[src/rtl/prom_load_ctrl.sv]
// Framed PROM loader: SYNC, count, N little-endian words, 8-bit checksum; holds the CPU in reset until a frame checks out.
// Optional macro PROM_LOAD_RELOAD_EN: a SYNC byte received in DONE starts a new load without a board reset.
module prom_load_ctrl #(
  parameter int          ROM_WORDS     = 64,
  parameter int          TIMEOUT_TICKS = 6250,
  parameter logic [7:0]  SYNC_BYTE     = 8'hA5
) (
  input  logic                         clk,
  input  logic                         reset,
  input  logic [7:0]                   rx_data_i,
  input  logic                         rx_ready_i,
  output logic                         rx_ack_o,
  output logic [$clog2(ROM_WORDS)-1:0] prom_addr_o,
  output logic [15:0]                  prom_data_o,
  output logic                         prom_we_o,
  output logic                         cpu_reset_o,
  output logic                         done_o,
  output logic                         error_o
);
  localparam int AW = $clog2(ROM_WORDS);
  localparam int TW = $clog2(TIMEOUT_TICKS + 1);

  typedef enum logic [2:0] {IDLE, COUNT, LOW, HIGH, WRITE, CHECK, DONE, ERROR} state_t;

  state_t        state_q, state_d;
  logic [AW-1:0] idx_q, idx_d, last_q, last_d;
  logic [7:0]    sum_q, sum_d;
  logic [15:0]   data_q, data_d;
  logic [TW-1:0] tmo_q, tmo_d;
  logic          we_q, cpu_rst_q, done_q, err_q;
  logic          accept, timed;

  // WRITE stalls the byte stream so the pending byte waits one cycle.
  assign rx_ack_o = rx_ready_i & ~reset & (state_q != WRITE);
  assign accept   = rx_ack_o;
  assign timed    = (state_q == COUNT) || (state_q == LOW) || (state_q == HIGH) ||
                    (state_q == WRITE) || (state_q == CHECK);

  always_comb begin
    state_d = state_q;
    idx_d   = idx_q;
    last_d  = last_q;
    sum_d   = sum_q;
    data_d  = data_q;
    tmo_d   = '0;
    if (timed && !accept) tmo_d = tmo_q + 1'b1;
    case (state_q)
      IDLE, ERROR: begin
        if (accept && rx_data_i == SYNC_BYTE) begin
          state_d = COUNT;
          idx_d   = '0;
          sum_d   = '0;
        end
      end
      COUNT: begin
        if (accept) begin
          if (rx_data_i != 8'd0 && int'(rx_data_i) <= ROM_WORDS) begin
            last_d  = AW'(rx_data_i - 8'd1);
            sum_d   = rx_data_i;
            state_d = LOW;
          end else begin
            state_d = ERROR;
          end
        end
      end
      LOW: begin
        if (accept) begin
          data_d[7:0] = rx_data_i;
          sum_d       = sum_q + rx_data_i;
          state_d     = HIGH;
        end
      end
      HIGH: begin
        if (accept) begin
          data_d[15:8] = rx_data_i;
          sum_d        = sum_q + rx_data_i;
          state_d      = WRITE;
        end
      end
      WRITE: begin
        if (idx_q == last_q) begin
          state_d = CHECK;
        end else begin
          idx_d   = idx_q + 1'b1;
          state_d = LOW;
        end
      end
      CHECK: begin
        if (accept) state_d = (8'(sum_q + rx_data_i) == 8'd0) ? DONE : ERROR;
      end
      DONE: begin
`ifdef PROM_LOAD_RELOAD_EN
        if (accept && rx_data_i == SYNC_BYTE) begin
          state_d = COUNT;
          idx_d   = '0;
          sum_d   = '0;
        end
`endif
      end
      default: state_d = IDLE;
    endcase
    // A byte accepted in the final cycle wins over the timeout.
    if (timed && !accept && tmo_q == TW'(TIMEOUT_TICKS - 1)) state_d = ERROR;
  end

  always_ff @(posedge clk) begin
    if (reset) begin
      state_q   <= IDLE;
      idx_q     <= '0;
      last_q    <= '0;
      sum_q     <= '0;
      data_q    <= '0;
      tmo_q     <= '0;
      we_q      <= 1'b0;
      cpu_rst_q <= 1'b1;
      done_q    <= 1'b0;
      err_q     <= 1'b0;
    end else begin
      state_q   <= state_d;
      idx_q     <= idx_d;
      last_q    <= last_d;
      sum_q     <= sum_d;
      data_q    <= data_d;
      tmo_q     <= tmo_d;
      we_q      <= (state_d == WRITE);
      cpu_rst_q <= (state_d != DONE);
      done_q    <= (state_d == DONE);
      err_q     <= (state_d == ERROR);
    end
  end

  assign prom_addr_o = idx_q;
  assign prom_data_o = data_q;
  assign prom_we_o   = we_q;
  assign cpu_reset_o = cpu_rst_q;
  assign done_o      = done_q;
  assign error_o     = err_q;
endmodule
[config.mk]
export PLATFORM = sky130hd
export DESIGN_NAME = prom_load_ctrl
export DESIGN_NICKNAME = d
export VERILOG_FILES = /design/src/rtl/prom_load_ctrl.sv
export SDC_FILE = /design/constraint.sdc
export NUM_CORES = 1
export LEC_CHECK = 0
export BUFFER_PORTS_ARGS = -buffer_cell sky130_fd_sc_hd__buf_4
export CORE_MARGIN = 5
export CORE_UTILIZATION = 52
export CTS_CLUSTER_SIZE = 8
export DETAILED_ROUTE_END_ITERATION = 6
export GPL_ROUTABILITY_DRIVEN = 0
export MAX_ROUTING_LAYER = met4
export PLACE_DENSITY = 0.75
export SLEW_MARGIN = 20
export SYNTH_ARGS = -nofsm -noshare
export SYNTH_HDL_FRONTEND = slang
export SYNTH_SLANG_ARGS = --single-unit
[constraint.sdc]
create_clock -name clk -period 2.05 [get_ports clk]
set_clock_uncertainty 0.1 [all_clocks]
set_input_delay 0.3075 -clock clk [delete_from_list [all_inputs] [get_ports clk]]
set_output_delay 0.3075 -clock clk [all_outputs]
set_load 0.1 [all_outputs]
==> summary.txt, run 1 <==
Global route
  • Initial antenna violation count: 0
  • Largest net degree at the start of global routing: 20
  • Vias in the first global route: roughly 3000
  • Gr usage total: 22.1%
  • GR Overflow Total: 0
  • First-pass GRT wire length: roughly 13000 um

STA
  • Tcrit/Tclk final: 107%
  • Post-layout min period: 2200 ps
  • Final setup viols: 5
  • Slew @ Worst Pin: around 450 ps
  • Pins Over Slew Limit: 0
  • Fmax: about 0.46 GHz
  • Worst setup margin: -147 ps
  • Final hold slack: around 150 ps
  • RSZ-0062 raised after global routing: true
  • Final Hold Fails: 0
  • Max_slew headroom: a little over two thirds

Pwr
  • Switching Share: 22.8%
  • Peak supply drop: between 300 and 400 uV
  • Sw Pwr: approximately 490 uW
  • Part of the power in combinational logic: ~11%
  • Clock share of power: between 30 and 40%
  • Overall power: 2170 uW
  • Sequential power share: between 50 and 60%
  • Pwr/cell area: roughly 530 nW/um^2
  • Design internal power: 1680 uW
  • Leakage: roughly 0.0016 uW

Floorplanning
  • I/O Pins: 38
  • Die Wd: between 80 and 90 um
  • Die area: around 7600 um^2
  • Total core area: between 5000 and 6000 um^2
  • Die Height: between 80 and 90 um
  • Starting Density: 53.0%
  • Cell Rows: 28

Logic synthesis
  • Compound-cell area share of the yosys netlist: 17.7%
  • Synthesized area per cell: 8.17 um^2
  • Cell taking the most area after synthesis: dfxtp_1
  • Synth Instances: ~380
  • Yosys warning total: 0
  • Post-synthesis sequential area ratio: between 30% and 40%
  • Post-synth EDFFs: 0
  • #FFs+latches synth: 56
  • Largest family of logic cells by synthesized area: simple AND/OR/NAND/NOR gates
  • Synth cell types: just under 60
  • Largest cells by area after synthesis: dfxtp_1 (36%), nand2_1 (6.7%), nor2_1 (5.2%), ha_1 (4.8%), xnor2_1 (4.2%)
  • Xor-xnor portion of the synthesized cell area: about 7.6%
  • Ys async rst share: 0%
  • Synth top area share: 36.2%
  • Post-synthesis mux area share: approximately 1.7%
  • Top post-synthesis cells by count: dfxtp_1 (56), nand2_1 (55), nor2_1 (43), o21ai_0 (26), xnor2_1 (15)
  • Mapped cell area: 3100 um^2
  • Most numerous cell in the Yosys netlist: dfxtp_1
  • Ys flop type: dfxtp_1
  • Simple logic cell fraction of the synthesized area: a little over a quarter
  • Fraction of the mapped netlist area in adder cells: under 10%
  • Post-synth net total: ~400

Placement
  • Dpl ws: -309 ps
  • IO buf count: 37
  • Post-detail-place hpwl: 5780 um
  • Placed Cells incl. Taps: about 530

Worst setup path
  • Top Family by Delay on Critical Path: compound AO/OA/AOI/OAI gates
  • Critical path launch point type: flip-flop
  • Slowest-stage cell, CP: dfxtp_2
  • Origin of the critical flop-to-flop path: sum_q[0]$_SDFFE_PP0P_
  • Worst-path maximum fanout: 4
  • Worst path max stage delay: between 300 and 400 ps
  • Crit path cell chain: ha_4, fa_2, a21o_1, a21oi_2, mux2i_1, o2111ai_1, a211oi_2, nor2b_1
  • Worst R2R Setup Slack: -150 ps
  • Worst path bufs/invs: 0
  • Required time worst endpoint: 2200 ps
  • CP endpoint kind: flip-flop
  • Arrival time worst endpoint: between 2000 and 2500 ps
  • Critical path class: reg2reg
  • Levels on crit path: 8
  • Reg2reg end: done_o$_SDFF_PP0_
  • Reg2Reg Depth: 8

Finish
  • Final core utilization: a little over two thirds
  • Layout cells sized above 1: 31.0%
  • Antenna cells: 0
  • Layout area overhead: 32.4%
  • Layout Nets: between 400 and 500
  • Non-Filler Instances: 543

CTS
  • Clk buf depth: 2
  • CTS sink cnt: 56
  • CTS tree: yes
  • Hold buffers post-CTS: 0
  • Worst-path clk slew: around 100 ps
  • Max H-tree Level: 2
  • Clk Latency, worst-skew pair: about 310 ps
  • Inserted Clock Buffers: 5
  • Clock root buffer: clkbuf_8

Hold path
  • Min-delay worst type: in2reg
  • Hold Startpoint: reset
  • Hold depth: 3
  • Hold-critical path endpoint: prom_addr_o[1]$_SDFFE_PP0P_

Routing
  • Number of remaining DRC errors: 0
  • Via/cell ratio: around 5.6
  • Drt pass-1 iters: 5
  • Via Count: about 3000
  • Starting DRT DRC Count: about 250
  • ANT nets after route: 0
  • Drt total wl: between 8000 and 9000 um
  • Routed wire per std cell: 14.9 um

Status
  • Failing checks: negative setup slack
  • Outcome: finished, violations left

Flow run
  • Max-Cap Viols: 0
-- placed cells by master, fill, tap and decap left out, drive strengths merged, types with 4 or more instances in the layout --
cell	synthesis	routed
nand2b	6	6
a22oi	5	5
xnor2	15	15
nand2	55	55
or3	6	6
nor3	7	7
dfxtp	56	56
xor2	12	12
a21oi	10	10
a211oi	15	15
and3	7	7
o21ai	26	26
nand4	4	4
nor2	46	46
nand3	13	13
ha	12	12
nor2b	6	6
clkbuf	12	6
inv	9	9
buf	6	99
-- timing repair --
action,4_1_cts,5_1_grt
cloned,0,1
endpoints found under the setup margin,5,11
buffers inserted,0,3
gates resized for setup,2,13
pin swaps,2,5
-- metrics by stage --
step	setup TNS [ps]	instance area (um^2)
final	-492	4100
after floorplan	0	3130
after detailed placement	-3820	3870
after global routing	-1160	4100
after CTS	-495	4010
after global placement	-2670	3870
-- worst register-to-register path: cells and delay by family (launching register included) --
family,cells,cell delay [ps]
adders and majority gates,2,510
and+or+nand+nor,1,170
AOI/OAI and AO/OA,4,810
muxes,1,210
DFF,1,350
-- flip-flops by register name, indices dropped and copies added (netlist names) --
name / cells
error_o: 1
sum_q: 8
state_q: 3
tmo_q: 13
last_q: 6
cpu_reset_o: 1
prom_we_o: 1
done_o: 1
prom_data_o: 16
prom_addr_o: 6
-- power by group through the flow --
stage                     Clock [uW]  Combinational, uW  Sequential [uW]
final                            842                235             1090
after global routing             890                250             1090
after CTS                        850                221             1090
after detailed placement           0                215             1120
after global placement             0                211             1120
after floorplan                    0                100             1120
-- logic make-up (layout without fill, tap and decap cells) --
logic type	after synthesis	in the layout
xor+xnor	27	27
compound gates	80	80
buf+inv	28	117
flops	56	56
mux	5	5
simple gates	170	170
fa+ha+maj	13	13
-- worst max-delay path by stage --
stage,start,to,slack [ps]
after floorplan,rx_data_i[1],sum_q[7]$_SDFFE_PP0P_,8
final,sum_q[0]$_SDFFE_PP0P_,done_o$_SDFF_PP0_,-150
after global placement,rx_data_i[0],done_o$_SDFF_PP0_,-240
after global routing,sum_q[0]$_SDFFE_PP0P_,done_o$_SDFF_PP0_,-290
after CTS,sum_q[0]$_SDFFE_PP0P_,done_o$_SDFF_PP0_,-150
after detailed placement,rx_data_i[0],done_o$_SDFF_PP0_,-310
-- area by class of cell --
type | count | area, um^2
Clock buffer | 5 | 68.8
Clock inverter | 2 | 60.1
Fill cell | 464 | 1750
Inverter | 10 | 42.5
Multi-Input combinational cell | 295 | 1920
Sequential cell | 56 | 1130
Tap cell | 75 | 93.8
Timing Repair Buffer | 100 | 788
-- layer usage --
metal	part of all wire [%]	global-route usage, %
met4	2.4	6.56
met3	5.7	3.69
met2	49	38.9
met1	43	25.7
met5	0	-
Power figures use the tool's default switching activity.
==> inputs of run 2 (changes only) <==
Settings changed: CELL_PAD_IN_SITES_DETAIL_PLACEMENT from default to 1, CELL_PAD_IN_SITES_GLOBAL_PLACEMENT from default to 2, CORE_UTILIZATION 52 to 31, PLACE_DENSITY 0.75 to default, PLACE_DENSITY_LB_ADDON from default to 0.1.
==> summary.txt, run 2 (synthesis results as in run 1) <==
Status
  • Outcome: finished, violations left
  • Failing checks: negative setup slack

Floorplanning
  • Starting Density: 31.7% (-21 points)
  • Cell Rows: 36 (+29%)
  • I/O Pins: 38 (unchanged)
  • Total core area: 9770 um^2 (+67%)
  • Die Height: 110 um (+26%)
  • Die area: 12100 um^2 (+59%)
  • Die Wd: 110 um (+26%)

Routing
  • ANT nets after route: 0 (unchanged)
  • Drt total wl: 9380 um (+16%)
  • Starting DRT DRC Count: 134 (-46%)
  • Number of remaining DRC errors: 0 (unchanged)
  • Routed wire per std cell: 15.4 um (+3.4%)
  • Via Count: 3012 (-0.76%)
  • Drt pass-1 iters: 4 (-1)
  • Via/cell ratio: 4.94 (-12%)

Pwr
  • Peak supply drop: 247 uV (-33%)
  • Leakage: 0.00169 uW (+2.9%)
  • Pwr/cell area: 470 nW/um^2 (-11%)

Worst setup path
  • Required time worst endpoint: 2200 ps (about the same)
  • Critical path launch point type: flip-flop
  • Worst R2R Setup Slack: -190 ps (-40 ps)
  • Reg2reg end: done_o$_SDFF_PP0_
  • Reg2Reg Depth: 8 (unchanged)
  • Critical path class: reg2reg
  • CP endpoint kind: flip-flop
  • Worst-path maximum fanout: 4 (unchanged)
  • Origin of the critical flop-to-flop path: sum_q[0]$_SDFFE_PP0P_
  • Arrival time worst endpoint: 2390 ps (+40 ps)

Flow run
  • Max-Cap Viols: 0 (unchanged)

CTS
  • Hold buffers post-CTS: 0 (unchanged)
  • Clk Latency, worst-skew pair: 320 ps (about the same)
  • Inserted Clock Buffers: 5 (unchanged)
  • CTS tree: yes
  • CTS sink cnt: 56 (unchanged)
  • Clk buf depth: 2 (unchanged)
  • Clock root buffer: clkbuf_8
  • Max H-tree Level: 2 (unchanged)
  • Worst-path clk slew: 110 ps (about the same)

Finish
  • Layout area overhead: 38.9%
  • Antenna cells: 0 (unchanged)
  • Most common cell after layout, fill and taps aside: buf_4
  • Most frequent cells in the layout: buf_4 (103), nand2_1 (54), dfxtp_1 (48)
  • Layout Nets: 500 (+1.6%)
  • Design area: 4300 um^2 (+4.9%)
  • Max reg flops: 16 (unchanged)
  • Layout cells sized above 1: 34.0% (+3.0 points)

STA
  • Final setup viols: 4 (-1)
  • Max_slew headroom: 73.4% (+3.9 points)
  • Tcrit/Tclk final: 109% (+2.0 points)
  • Slew @ Worst Pin: 395 ps (-57.3 ps)
  • Pins Over Slew Limit: 0 (unchanged)
  • Worst setup margin: -188 ps (-40.6 ps)
  • RSZ-0062 raised after global routing: true
  • Final Hold Fails: 0 (unchanged)
  • Fmax: 0.447 GHz (-1.8%)
  • Post-layout min period: 2240 ps (+40.6 ps)

Hold path
  • Hold-critical path endpoint: prom_data_o[0]$_SDFFE_PP0P_
  • Hold depth: 4 (+1)
  • Hold Startpoint: rx_data_i[0]
  • Min-delay worst type: in2reg

Global route
  • GRT Max-Usage Layer: met2
  • GR Overflow Total: 0 (unchanged)
  • Met1 Use GR: 20.9% (-4.8 points)
  • Initial antenna violation count: 0 (unchanged)
  • Largest net degree at the start of global routing: 22 (+10%)
  • First-pass GRT wire length: 15400 um (+17%)
  • Met3 usage: 2.41% (-1.3 points)
  • Met2 GRT Util: 28.3% (-11 points)
  • Gr usage total: 16.8% (-5.3 points)
  • Vias in the first global route: 3118 (+5.1%)

Placement
  • Cell area after placement: 3970 um^2 (+2.7%)
  • Dpl ws: -345 ps (-35.2 ps)
  • Post-detail-place hpwl: 7110 um (+23%)
  • IO buf count: 37 (unchanged)
-- run 2: worst max-delay path: stages, from the launching register on --
cell and delay [ps]:
dfxtp_2 350, ha_4 160, fa_2 350, a21o_1 190, a21oi_2 170, mux2i_1 240
o2111ai_2 140, a211oi_2 310, nor2b_1 160
-- run 2: power by group --
| group | internal [uW] | switching (uW) | total (uW) |
|---|---|---|---|
| logic | 124 | 142 | 266 |
| clock network | 276 | 390 | 667 |
| registers | 1090 | 2.27 | 1090 |
-- run 2: worst max path at each step --
stage                                from                    end  slack [ps]  depth (start not counted)
floorplan                    rx_data_i[1]  sum_q[7]$_SDFFE_PP0P_           8                          9
global placement             rx_data_i[0]      done_o$_SDFF_PP0_        -240                          9
detailed placement           rx_data_i[0]      done_o$_SDFF_PP0_        -340                          9
CTS                 sum_q[0]$_SDFFE_PP0P_      done_o$_SDFF_PP0_        -180                          8
global route        sum_q[0]$_SDFFE_PP0P_      done_o$_SDFF_PP0_        -300                          8
finish              sum_q[0]$_SDFFE_PP0P_      done_o$_SDFF_PP0_        -190                          8
-- run 2: final cells by class --
class	count	area (um^2)
Sequential cell	56	1130
Clock inverter	1	7.51
Multi-Input combinational cell	295	1980
Tap cell	133	166
Fill cell	1215	5470
Inverter	10	62.6
Clock buffer	7	86.3
Timing Repair Buffer	108	870
-- run 2: timing repair --
item | CTS | global route
gates resized for setup | 7 | 31
endpoints found under the setup margin | 7 | 13
pin swaps | 3 | 18
cloned | 0 | 1
buffers inserted | 3 | 6
-- run 2: per-layer routing --
layer,up-vias,part of all wire [%],wire [um]
met3,8,2.5,231
met2,29,49,4550
met4,0,1.4,129
li1,1515,-,-
met1,1460,48,4460
met5,-,0,0
-- run 2: per-stage QoR --
step / setup TNS, ps / util [%] / power, uW / hold WS, ps / cells
after floorplan: 0 / - / 1220 / 316 / 379
after global placement: -2780 / 40.6 / 1350 / 348 / 594
after detailed placement: -3740 / 40.6 / 1350 / 358 / 594
after CTS: -684 / 42.1 / 2030 / 221 / 605
after global routing: -1170 / 44.0 / 2120 / 251 / 610
final: -673 / 44.0 / 2020 / 239 / 610
==> inputs of run 3 (changes only) <==
Settings changed: CORE_ASPECT_RATIO from default to 1.75.
==> summary.txt, run 3 (synthesis results as in run 1) <==
Status
  • Outcome: finished, violations left
  • Failing checks: negative setup slack

Worst setup path
  • Critical path class: reg2reg
  • Crit path from: sum_q[0]$_SDFFE_PP0P_
  • Critical path launch point type: flip-flop
  • Origin of the critical flop-to-flop path: sum_q[0]$_SDFFE_PP0P_
  • Required time worst endpoint: 2140 ps (-60 ps)
  • Arrival time worst endpoint: 2320 ps (-70 ps)
  • Worst-path maximum fanout: 4 (unchanged)
  • CP endpoint kind: flip-flop

Routing
  • Starting DRT DRC Count: 144 (+7.5%)
  • Number of remaining DRC errors: 0 (unchanged)
  • Routed wire per std cell: 16.1 um (+4.8%)
  • Drt total wl: 9700 um (+3.5%)
  • Via/cell ratio: 4.97 (+0.59%)
  • Via Count: 2990 (-0.73%)
  • Drt pass-1 iters: 4 (unchanged)
  • ANT nets after route: 0 (unchanged)

Floorplanning
  • Cell Rows: 48 (+33%)
  • Total core area: 9850 um^2 (+0.77%)
  • Die Wd: 85.6 um (-22%)
  • Starting Density: 31.5% (-0.24 points)
  • Die Height: 142 um (+29%)
  • Die area: 12200 um^2 (+0.66%)
  • I/O Pins: 38 (unchanged)

CTS
  • Inserted Clock Buffers: 5 (unchanged)
  • Worst-path clk slew: 80 ps (-30 ps)
  • CTS tree: yes
  • Hold buffers post-CTS: 0 (unchanged)
  • Max H-tree Level: 2 (unchanged)
  • Clk Latency, worst-skew pair: 300 ps (-20 ps)
  • Clk buf depth: 2 (unchanged)
  • Clock root buffer: clkbuf_16
  • CTS sink cnt: 56 (unchanged)

Pwr
  • Overall power: 2230 uW (+10%)
  • Peak supply drop: 413 uV (+67%)
  • Leakage: 0.00169 uW (-0.17%)
  • Pwr/cell area: 528 nW/um^2 (+12%)

Flow run
  • Max-Cap Viols: 0 (unchanged)

Placement
  • Post-detail-place hpwl: 7570 um (+6.4%)
  • IO buf count: 37 (unchanged)
  • Placed Cells incl. Taps: 593 (-0.17%)

Hold path
  • Hold Startpoint: reset
  • Min-delay worst type: in2reg

Finish
  • Most frequent cells in the layout: buf_4 (107), nand2_1 (54), dfxtp_1 (48)
  • Layout Nets: 500 (unchanged)
  • Layout cells sized above 1: 32.9% (-1.0 points)
  • Antenna cells: 0 (unchanged)
  • Layout area overhead: 36.5%
  • # fillers: 1186 (-2.4%)
  • Most common cell after layout, fill and taps aside: buf_4
  • Max reg flops: 16 (unchanged)
  • Non-Filler Instances: 602 (-1.3%)

Global route
  • GR Overflow Total: 0 (unchanged)
  • Initial antenna violation count: 0 (unchanged)
  • Vias in the first global route: 3158 (+1.3%)
  • Largest net degree at the start of global routing: 19 (-14%)
  • Gr usage total: 17.6% (+0.85 points)
  • First-pass GRT wire length: 16500 um (+6.9%)

STA
  • Setup TNS: -658 ps (+15.0 ps)
  • Worst setup margin: -177 ps (+10.2 ps)
  • Tcrit/Tclk final: 109% (-0.50 points)
  • RSZ-0062 raised after global routing: true
  • Post-layout min period: 2230 ps (-10.2 ps)
  • Final hold slack: 244 ps (+5.15 ps)
  • Pins Over Slew Limit: 0 (unchanged)
  • Slew @ Worst Pin: 363 ps (-32.0 ps)
  • Final setup viols: 5 (+1)
  • Final Hold Fails: 0 (unchanged)
  • Fmax: 0.449 GHz (+0.46%)
  • Max_slew headroom: 75.6% (+2.3 points)
[run 3: worst paths after layout]
check,cells past startpoint,endpoint,slack [ps]
setup / recovery,9,cpu_reset_o$_SDFF_PP1_,-180
hold / removal,3,sum_q[7]$_SDFFE_PP0P_,240
setup reg to reg,9,cpu_reset_o$_SDFF_PP1_,-180
hold reg to reg,2,prom_data_o[2]$_SDFFE_PP0P_,360
[run 3: through the flow]
step                instance area (um^2)  util (%)  setup slack, ps
global placement                    4010      40.7             -282
CTS                                 4220      42.8             -182
finish                              4230      42.9             -177
global route                        4230      42.9             -285
floorplan                           3130         -             7.97
detailed placement                  4010      40.7             -322
[run 3: where the power goes]
group / internal, uW / switching, uW
Sequential: 1090 / 1.98
Clock: 465 / 434
Combinational: 108 / 136
[run 3: critical path, cell delays in order (launching register included)]
cell and delay, ps:
dfxtp_2 340, ha_4 160, fa_2 350, a21o_1 190
a21oi_2 160, mux2i_1 240, o2111ai_2 140, a211oi_2 210
buf_4 160, nand2b_1 70
[run 3: cell type report]
class | instances | area [um^2] | area share (%)
Multi-Input combinational cell | 295 | 1930 | 45.7
Sequential cell | 56 | 1130 | 26.7
Timing Repair Buffer | 108 | 823 | 19.5
Tap cell | 125 | 156 | 3.70
Clock buffer | 6 | 129 | 3.05
Inverter | 10 | 37.5 | 0.888
Clock inverter | 2 | 17.5 | 0.414
[run 3: what timing repair did]
item / in CTS / in global routing
setup endpoints to repair: 7 / 10
resized for setup: 8 / 7
pin swaps: 3 / 4
buffers inserted: 3 / 0
[run 3: routing by layer]
layer  vias to the layer above  part of all wire [%]  GRT usage, %
met3                        11                   2.2          2.09
li1                       1519                     -             -
met2                        41                    54          32.0
met1                      1419                    42          20.2
met4                         0                   1.5          4.92
met5                         -                     0             -
